`config.mk`:
```
export PLATFORM = sky130hd
export DESIGN_NAME = fwft_fifo
export DESIGN_NICKNAME = d
export VERILOG_FILES = /design/src/rtl/fifo_pkg.sv /design/src/rtl/fifo_mem.sv /design/src/rtl/fwft_fifo.sv
export SDC_FILE = /design/constraint.sdc
export NUM_CORES = 1
export LEC_CHECK = 0
export CORE_MARGIN = 3
export CORE_UTILIZATION = 45
export DETAILED_ROUTE_END_ITERATION = 10
export PLACE_DENSITY = 0.72
export SYNTH_ARGS = -nofsm -noshare
export SYNTH_HDL_FRONTEND = slang
export SYNTH_SLANG_ARGS = --single-unit
```
`constraint.sdc`:
```
create_clock -name aclk -period 10 [get_ports aclk]
set_clock_uncertainty 0.15 [all_clocks]
set_input_delay 1.5 -clock aclk [delete_from_list [all_inputs] [get_ports aclk]]
set_output_delay 1.5 -clock aclk [all_outputs]
set_load 0.05 [all_outputs]
```
`src/rtl/fifo_pkg.sv`:
```
// Shared sizing helpers for the first-word-fall-through instruction FIFO.
package fifo_pkg;

   localparam int DEF_WIDTH = 32;
   localparam int DEF_DEPTH = 5;

   // Pointers carry one extra wrap bit above the storage index.
   function automatic int ptr_w(input int depth);
      return depth + 1;
   endfunction

   function automatic int capacity(input int depth);
      return 1 << depth;
   endfunction

endpackage

```
`src/rtl/fifo_mem.sv`:
```
// Storage for fwft_fifo: synchronous write port, asynchronous read port, contents not reset.
module fifo_mem
   import fifo_pkg::*;
#(
   parameter int WIDTH = DEF_WIDTH,
   parameter int DEPTH = DEF_DEPTH
) (
   input  logic             aclk,
   input  logic             we,
   input  logic [DEPTH-1:0] waddr,
   input  logic [WIDTH-1:0] wdata,
   input  logic [DEPTH-1:0] raddr,
   output logic [WIDTH-1:0] rdata
);

   localparam int CAP = capacity(DEPTH);

   logic [WIDTH-1:0] mem [CAP];

   always_ff @(posedge aclk) begin
      if (we) mem[waddr] <= wdata;
   end

   assign rdata = mem[raddr];

endmodule

```
`src/rtl/fwft_fifo.sv`:
```
// Single-clock show-ahead FIFO: head word is visible on r_data without a read strobe.
// Optional sticky overflow/underflow flags are built when FIFO_ERR_FLAGS_EN is defined.
module fwft_fifo
   import fifo_pkg::*;
#(
   parameter int WIDTH = DEF_WIDTH,
   parameter int DEPTH = DEF_DEPTH
) (
   input  logic             aclk,
   input  logic             aresetn,
   input  logic             w_en,
   input  logic [WIDTH-1:0] w_data,
   input  logic             r_en,
   output logic [WIDTH-1:0] r_data,
   output logic             full,
   output logic             empty,
   output logic [DEPTH:0]   count,
   output logic             err_overflow,
   output logic             err_underflow
);

   localparam int PW = ptr_w(DEPTH);

   logic [PW-1:0]    wptr, rptr;
   logic [WIDTH-1:0] head;
   logic             push, pop;

   // Guards use the pre-edge flags, so a push into a full FIFO is dropped even
   // if the same edge pops, and a pop from empty is dropped even if it pushes.
   assign push = w_en && !full;
   assign pop  = r_en && !empty;

   always_ff @(posedge aclk or negedge aresetn) begin
      if (!aresetn) begin
         wptr <= '0;
         rptr <= '0;
      end else begin
         if (push) wptr <= wptr + PW'(1);
         if (pop)  rptr <= rptr + PW'(1);
      end
   end

   assign empty  = (wptr == rptr);
   assign full   = (wptr[DEPTH] != rptr[DEPTH]) && (wptr[DEPTH-1:0] == rptr[DEPTH-1:0]);
   assign count  = wptr - rptr;
   assign r_data = empty ? '0 : head;

   fifo_mem #(
      .WIDTH(WIDTH),
      .DEPTH(DEPTH)
   ) u_mem (
      .aclk (aclk),
      .we   (push),
      .waddr(wptr[DEPTH-1:0]),
      .wdata(w_data),
      .raddr(rptr[DEPTH-1:0]),
      .rdata(head)
   );

`ifdef FIFO_ERR_FLAGS_EN
   always_ff @(posedge aclk or negedge aresetn) begin
      if (!aresetn) begin
         err_overflow  <= 1'b0;
         err_underflow <= 1'b0;
      end else begin
         if (w_en && full)  err_overflow  <= 1'b1;
         if (r_en && empty) err_underflow <= 1'b1;
      end
   end

`ifndef SYNTHESIS
   always @(posedge aclk) begin
      if (aresetn && w_en && full)  $error("fwft_fifo: push while full");
      if (aresetn && r_en && empty) $error("fwft_fifo: pop while empty");
   end
`endif
`else
   assign err_overflow  = 1'b0;
   assign err_underflow = 1'b0;
`endif

endmodule

```
==> impl_metrics.toml, run 1 <==
[status]
outcome = "finished clean"

[clocking]
hold_buffers = 0
post_cts_resized = 0
root_buffer = "clkbuf_16"
cts_sinks = 1036
clock_latency_ps = 650
h-tree-depth = 3
cts_made_buffers = 101
tritoncts = "done"
cts_setup_buffers = 0
clk_pin_slew_ps = 60
clk_path_buf_depth = 3

[timing]
period_minus_slack_ps = 6840
worst_slack_ps = 3160
rsz0062_at_grt = "no"
post-route-period-util_pct = 68.4
setup-tns-final_ps = 0
slew_violations = 0
hold_viol = 0
worst_pin_slew_ps = 1200
fmax_mhz = 146
finalSetupViolations = 0
slew_headroom_pct = 20.0

[die]
dieHeight_um = 304
dieArea_mm2 = 0.0923
coreArea_mm2 = 0.0873
initial_core_util_pct = 45.7
fp.dieW_um = 304
fp-row-count = 108
pin_count = 78

[logic_synthesis]
yosysWarnings = 0
synth_ff_type = "edfxtp_1"
ys_types = 39
async_reset_ff_share_pct = 1.16
syn_inst = 1950
synth.largest_area_cell = "edfxtp_1"
syn_area_per_cell_um2 = 20.5
synth_area_leaders = "edfxtp_1 77%, mux4_2 7.2%, mux2i_1 6.5%"
ys_seq_elements = 1036
synth_top_area_share_pct = 77.0
ys_seq_area_share_pct = 77.8
synth_edf_count = 1024
syn_area_mm2 = 0.0399

[setup_path]
arrival_ps = 5190
worst-path-buf-inv = 3
crit_chain = "buf_12, buf_4, mux4_2, o211ai_1, nand4_1, clkdlybuf4s50_1"
cp.required_ps = 8350
crit_slowest_cell = "dfrtp_4"
r2r_slack_ps = 4960
crit_family = "buffers and inverters"
cp_max_fo = 133
endpoint_kind = "output port"
path_class = "flip-flop to output port"
slowest_delay_ps = 1010
critPathLaunchType = "flip-flop"

[layout]
drive_gt1_share_pct = 17.1
area_delta_synth_final_pct = 13.9
final-instance-count-excl-fill = 3295
antenna_cells = 0
final_nets = 2105
seq_area_mm2 = 0.0311
multi_input_area_mm2 = 0.00861
fillerInstances = 6713

[routing]
vias_per_cell = 6.17
drc = 0
wl_met2_mm = 48.3
met1_length_mm = 38.2
wl_per_cell_um = 29.6
routed_wl_mm = 97.4
dr_wl_met3_mm = 8.88
routed.top_layer = "met5"
drt_iter0_markers = 2569
drtAntennaViolNets = 0
vias = 20300
dr.pass1.iters = 5

[placement]
gp_congestion = 0.804
dp_slack_ps = 3830
placement.io_buffers = 75
dp.cells = 3110
dp_hpwl_mm = 46.7

[power]
p_total_mw = 13.5
vdd_drop_max_mv = 0.250
p_leak_nw = 14.3
power_density_mw_per_mm2 = 297

[global_route]
grt_max_degree = 149
overflow = 0
track_usage_pct = 20.7
grt_pass1_wl_mm = 140
antenna_found_initial = 1
grt_pass1_vias = 20300

[run]
drv_cap = 0

[min_path]
min_path_type = "flip-flop to flip-flop"
metal layers:
| metal | track usage (%) | up-vias |
|---|---|---|
| li1 | - | 8393 |
| met1 | 29.0 | 10700 |
| met2 | 34.1 | 1024 |
| met3 | 3.60 | 148 |
| met4 | 5.15 | 2 |
| met5 | 0 | - |
worst paths after layout:
kind,start,endpoint,cells after the start
hold reg to reg,rptr[5],rptr[5],1
hold / removal,rptr[5],rptr[5],1
min in group asynchronous,aresetn,wptr[2],1
max in group asynchronous,aresetn,rptr[1],1
setup / recovery,rptr[1],r_data[14],6
setup reg to reg,rptr[2],u_mem.mem[27][22],7
synth_stat cells, drive strengths merged (3+ instances only):
| cell | number |
|---|---|
| xnor2 | 12 |
| buf | 71 |
| nand4 | 35 |
| dfrtp | 12 |
| a22oi | 129 |
| nor2b | 3 |
| a311oi | 3 |
| mux4 | 127 |
| clkbuf | 47 |
| ha | 10 |
| inv | 11 |
| edfxtp | 1024 |
| nand2 | 11 |
| nor2 | 37 |
| o211ai | 128 |
| nand3b | 3 |
| mux2i | 258 |
| nand3 | 3 |
| a31oi | 3 |
cell type report:
| cell class | instances | area share [%] |
|---|---|---|
| Tap cell | 1155 | 3.18 |
| Sequential cell | 1036 | 68.3 |
| Multi-Input combinational cell | 786 | 18.9 |
| Clock buffer | 116 | 5.78 |
| Inverter | 11 | 0.0964 |
| Clock inverter | 69 | 1.18 |
| Timing Repair Buffer | 122 | 2.48 |
state kept, by name, summed over array words and instances (netlist names):
signal,count
wptr,6
u_mem.mem,1024
rptr,6
per-stage QoR:
| stage | utilization [%] | hold WS [ps] | area (µm²) |
|---|---|---|---|
| 4_1_cts | 52.1 | 396 | 45400 |
| 5_1_grt | 52.1 | 425 | 45400 |
| 6_report | 52.1 | 385 | 45400 |
| 2_1_floorplan | - | 351 | 39900 |
| 3_5_place_dp | 48.4 | 383 | 42300 |
| 3_3_place_gp | 48.4 | 371 | 42300 |
logic make-up (layout without fill, tap and decap cells):
| family | after synthesis | after routing | share of synthesized area, % |
|---|---|---|---|
| AND/OR/NAND/NOR | 103 | 103 | 1.34 |
| other | 1 | 2 | 0.00939 |
| XOR/XNOR | 14 | 14 | 0.307 |
| AO/OA/AOI/OAI | 271 | 271 | 5.14 |
| flip-flops | 1036 | 1036 | 77.8 |
| buffers and inverters | 129 | 318 | 1.42 |
| multiplexers | 385 | 385 | 13.6 |
| adder cells (fa/ha/maj) | 11 | 11 | 0.364 |
placed cells by master, fill, tap and decap left out, types with 10 or more instances in the layout:
| cell | instances |
|---|---|
| edfxtp_1 | 1024 |
| mux2i_1 | 258 |
| a22oi_1 | 129 |
| o211ai_1 | 128 |
| mux4_2 | 127 |
| clkbuf_16 | 103 |
| clkdlybuf4s50_1 | 75 |
| buf_4 | 45 |
| nand4_1 | 35 |
| nor2_4 | 33 |
| clkinv_2 | 27 |
| clkinv_1 | 25 |
| clkbuf_1 | 13 |
| xnor2_1 | 12 |
| nand2_1 | 11 |
| inv_1 | 10 |
| ha_1 | 10 |
| dfrtp_1 | 10 |
where the power goes:
part | internal (mW) | total (mW) | switching (mW) | leakage (nW)
clock | 2.06 | 3.64 | 1.58 | 1.56
combinational | 1.62 | 4.62 | 3.00 | 3.37
sequential | 5.08 | 5.25 | 0.174 | 9.37
total | 8.76 | 13.5 | 4.76 | 14.3
Note: power is estimated with default switching activity, not from simulation.
==> run 2: changes to the inputs <==
- clock period: 10 -> 6.4 ns (I/O delays scaled with it)
==> run 2 against run 1 <==
Against the previous run:
- sequential share of layout area fell by 0.41 points
- clock power rose by 59%
- via count fell by 0.89%
- hold slack better by 3.8 ps
- critical endpoint is now r_data[1]
- highest routed layer is now met4
==> impl_metrics.toml, run 2 (synthesis gave the netlist of run 1 again) <==
[status]
outcome = "finished clean"

[timing]
slew_headroom_pct = 25.2
hold_viol = 0
fin_hold_ws_ps = 389
post-route-period-util_pct = 95.3
period_minus_slack_ps = 6100
setup-tns-final_ps = 0
rsz0062_at_grt = "no"
fmax_mhz = 164
finalSetupViolations = 0
worst_pin_slew_ps = 1120
slew_violations = 0

[routing]
vias = 20100
drt_iter0_markers = 2313
wl_per_cell_um = 28.5
routed_wl_mm = 94.7
drc = 0
drtAntennaViolNets = 0
vias_per_cell = 6.07
dr.pass1.iters = 5

[layout]
final_common_cell = "edfxtp_1"
top_register = "u_mem.mem"
fillerInstances = 6699
final-instance-count-excl-fill = 3316
drive_gt1_share_pct = 17.1
final_nets = 2122
reg_top3 = "u_mem.mem (1024), rptr (6), wptr (6)"
area_delta_synth_final_pct = 14.5
final_cell_mix = "1024 x edfxtp_1, 258 x mux2i_1, 129 x a22oi_1, 128 x o211ai_1, 127 x mux4_2"
largest_register_ffs = 1024

[die]
pin_count = 78
initial_core_util_pct = 45.7
dieHeight_um = 304
dieArea_mm2 = 0.0923
fp-row-count = 108
coreArea_mm2 = 0.0873
fp.dieW_um = 304

[setup_path]
endpoint_kind = "output port"
crit_chain = "inv_1, ha_1, and4_1, a31oi_4, buf_4, o211ai_1, nand4_1, clkdlybuf4s50_1"
crit_family = "buffers and inverters"
path_class = "flip-flop to output port"
critPathLaunchType = "flip-flop"
crit_slowest_cell = "dfrtp_4"
slowest_delay_ps = 880
cp_max_fo = 41
cp.required_ps = 5290
worst-path-buf-inv = 3
arrival_ps = 4990

[global_route]
grt_max_degree = 104
antenna_found_initial = 1
grt_pass1_vias = 20500
track_usage_pct = 20.3
grt_pass1_wl_mm = 139
overflow = 0

[run]
drv_cap = 0

[placement]
placement.io_buffers = 75
gp_congestion = 0.761
dp.cells = 3124
dp_hpwl_mm = 49.9

[clocking]
clock_latency_ps = 660
post_cts_resized = 0
clk_pin_slew_ps = 60
h-tree-depth = 3
cts_made_buffers = 104
tritoncts = "done"
hold_buffers = 0
clk_path_buf_depth = 3
cts_setup_buffers = 0
cts_sinks = 1036
root_buffer = "clkbuf_16"

[power]
power_density_mw_per_mm2 = 464
p_leak_nw = 14.4
vdd_drop_max_mv = 0.343

[min_path]
min_path_type = "flip-flop to flip-flop"
==> run 2: changes by cell type in the layout (fill, tap and decap cells not counted) <==
cell and change:
buf_12 +3, buf_4 +11, bufinv_16 -1, clkbuf_1 +20, clkbuf_16 +2, clkinv_1 -5, clkinv_16 +5, clkinv_2 -12
clkinv_8 -1, clkinvlp_4 -1, diode_2 +2, inv_6 -3, inv_8 +1
==> run 2: final cells by class <==
class	count	area [µm²]	area share [%]
flip-flops and latches	1036	31100	67.9
multi-input cells	786	8610	18.8
clock buffers	138	2750	6.02
well taps	1155	1450	3.16
repair buffers	136	1270	2.78
clock inverters	52	541	1.18
inverters	11	43.8	0.0958
diodes	2	5.00	0.0109
==> run 2: metal layers <==
metal | up-vias | global-route usage, % | part of all wire, %
li1 | 8433 | - | -
met1 | 10600 | 27.9 | 40
met2 | 940 | 33.5 | 50
met3 | 154 | 3.66 | 7.7
met4 | 0 | 5.65 | 2.2
met5 | - | 0 | 0
==> run 2: metrics by stage <==
stage	setup WS (ps)	power (mW)	utilization (%)	instance area, µm²
2_1_floorplan	1950	13.1	-	39900
3_3_place_gp	1010	15.5	48.6	42400
3_5_place_dp	1020	15.6	48.6	42400
4_1_cts	274	21.4	52.4	45700
5_1_grt	105	22.0	52.4	45700
6_report	303	21.2	52.4	45700
==> run 2: power breakdown <==
group | internal (mW) | switching [mW]
Clock | 3.29 | 2.52
Combinational | 2.56 | 4.63
Sequential | 7.93 | 0.286
Total | 13.8 | 7.43
==> run 2: worst reg2reg max path: stages (launching register included) <==
cell	delay [ps]
dfrtp_4	880
inv_1	180
ha_1	340
and4_1	320
a31oi_2	530
nand2_1	560
nor2_4	980
buf_4	440
==> run 2: worst paths after layout <==
kind | startpoint | to | slack [ps] | depth (start not counted)
min reg2reg | wptr[5] | wptr[5] | 390 | 1
max reg2reg | rptr[1] | u_mem.mem[5][14] | 1710 | 7
min | wptr[5] | wptr[5] | 390 | 1
max in group asynchronous | aresetn | rptr[1] | 5160 | 1
max | rptr[1] | r_data[1] | 300 | 8
min in group asynchronous | aresetn | rptr[3] | 510 | 1
==> run 3: changes to the inputs <==
- GPL_TIMING_DRIVEN: default -> 0
==> run 3 against run 2 <==
Against the previous run:
- global-route usage rose by 1.0 points
- total power rose by 2.5%
- critical path depth rose by 3
- count of clock-buffer cells in the layout fell by 11
- combinational power rose by 9.7%
- hold slack improved by 3.7 ps
- first-iteration DRC count rose by 17%
- register-to-register slack got worse by 240 ps
- highest routed layer is now met5
- via count rose by 2.9%
- utilization rose by 0.83 points
==> impl_metrics.toml, run 3 (synthesis gave the netlist of run 1 again) <==
[setup_path]
endpoint_kind = "output port"
cp.required_ps = 5290
cp_max_fo = 17
path_class = "flip-flop to output port"
critPathLaunchType = "flip-flop"
arrival_ps = 5110

[die]
initial_core_util_pct = 45.7
pin_count = 78
dieArea_mm2 = 0.0923
dieHeight_um = 304
coreArea_mm2 = 0.0873
fp-row-count = 108
fp.dieW_um = 304

[timing]
finalSetupViolations = 0
period_minus_slack_ps = 6220
slew_violations = 0
rsz0062_at_grt = "no"
post-route-period-util_pct = 97.2
worst_slack_ps = 180
fmax_mhz = 161
worst_pin_slew_ps = 1150
slew_headroom_pct = 23.3
hold_viol = 0

[layout]
largest_register_ffs = 1024
final_util_pct = 53.2
antenna_cells = 0
drive_gt1_share_pct = 18.1
stdcell_area_mm2 = 0.0465
area_delta_synth_final_pct = 16.4
fillerInstances = 6573
final_nets = 2210
top_register = "u_mem.mem"
reg_top3 = "u_mem.mem (1024), rptr (6), wptr (6)"
final_common_cell = "edfxtp_1"
final-instance-count-excl-fill = 3406
final_cell_mix = "1024 x edfxtp_1, 258 x mux2i_1, 129 x a22oi_1, 128 x o211ai_1, 127 x mux4_2"

[power]
p_leak_nw = 14.9
vdd_drop_max_mv = 0.316
power_density_mw_per_mm2 = 468

[routing]
routed_wl_mm = 99.5
drtAntennaViolNets = 0
vias_per_cell = 6.08
vias = 20700
drc = 0
wl_per_cell_um = 29.2
drt_iter0_markers = 2708
dr.pass1.iters = 6

[clocking]
clk_pin_slew_ps = 60
clk_path_buf_depth = 3
root_buffer = "clkbuf_16"
hold_buffers = 0
clock_latency_ps = 650
cts_sinks = 1036
tritoncts = "done"
cts_made_buffers = 103
h-tree-depth = 3

[global_route]
track_usage_pct = 21.3
grt_max_degree = 33
grt_pass1_wl_mm = 144
grt_pass1_vias = 21300
overflow = 0
antenna_found_initial = 1

[placement]
gp_congestion = 0.810
placement.io_buffers = 75
dp_hpwl_mm = 65.9
dp_slack_ps = -561
dpl-instance-area_mm2 = 0.0431
dp.cells = 3213

[min_path]
min_path_type = "flip-flop to flip-flop"

[status]
outcome = "finished clean"

[run]
drv_cap = 0
[run 3: cell count changes in the layout (fill, tap and decap cells not counted), sizes merged, moves of 2 or more]
| cell | before | now |
|---|---|---|
| buf | 61 | 105 |
| clkbuf | 138 | 172 |
| clkdlybuf4s50 | 75 | 59 |
| clkinv | 42 | 57 |
| diode | 2 | 0 |
| dlymetal6s2s | 0 | 15 |
[run 3: what timing repair did]
item / in CTS / in global routing
gates resized for setup: 16 / 20
gates cloned: 0 / 0
pin swaps: 1 / 1
buffers inserted: 0 / 1
endpoints found under the setup margin: 32 / 29
[run 3: power by group]
part / switching, mW / internal [mW] / leakage [nW]
Clock: 2.48 / 3.31 / 1.60
Sequential: 0.133 / 7.93 / 9.37
Combinational: 5.25 / 2.66 / 3.92
Total: 7.86 / 13.9 / 14.9
[run 3: layout make-up]
| type | count | area, µm² | share of cell area, % |
|---|---|---|---|
| Buffer | 117 | 537 | 1.16 |
| Inverter | 11 | 41.3 | 0.0889 |
| Clock inverter | 66 | 532 | 1.14 |
| Multi-Input combinational cell | 786 | 8590 | 18.5 |
| Timing Repair Buffer | 108 | 1530 | 3.29 |
| Tap cell | 1155 | 1450 | 3.11 |
| Sequential cell | 1036 | 31000 | 66.8 |
| Clock buffer | 127 | 2730 | 5.88 |
[run 3: metrics by stage]
stage / hold slack [ps] / power [mW] / TNS (ps)
after global placement: 366 / 15.8 / -862760
after detailed placement: 380 / 16.1 / -10260
final: 393 / 21.8 / 0
after global routing: 417 / 22.5 / 0
after CTS: 391 / 21.9 / 0
after floorplan: 351 / 13.1 / 0
[run 3: critical path, cell delays in order, from the launching register on]
cell	delay, ps
dfrtp_1	360
buf_2	230
inv_2	380
buf_2	470
ha_1	360
and4_1	210
buf_2	200
a311oi_4	580
buf_2	370
o211ai_1	230
nand4_1	220
clkdlybuf4s50_1	840
[run 3: worst paths after layout]
kind / from / end / slack (ps) / depth (start not counted)
worst max-delay path: rptr[2] / r_data[8] / 180 / 11
worst max register to register: rptr[2] / u_mem.mem[13][11] / 1470 / 10
min in group asynchronous: aresetn / wptr[1] / 520 / 1
max in group asynchronous: aresetn / rptr[2] / 5210 / 1
worst min-delay path: wptr[5] / wptr[5] / 390 / 1
worst min register to register: wptr[5] / wptr[5] / 390 / 1
[run 3: routing by layer]
layer | share of wire (%) | vias to the layer above | GRT usage [%] | wire length [µm]
met3 | 8.6 | 206 | 4.73 | 8540
met2 | 50 | 1086 | 35.2 | 49500
met4 | 3.2 | 2 | 7.01 | 3180
li1 | - | 8614 | - | -
met5 | 0.013 | - | 0 | 13
met1 | 38 | 10800 | 28.3 | 38300
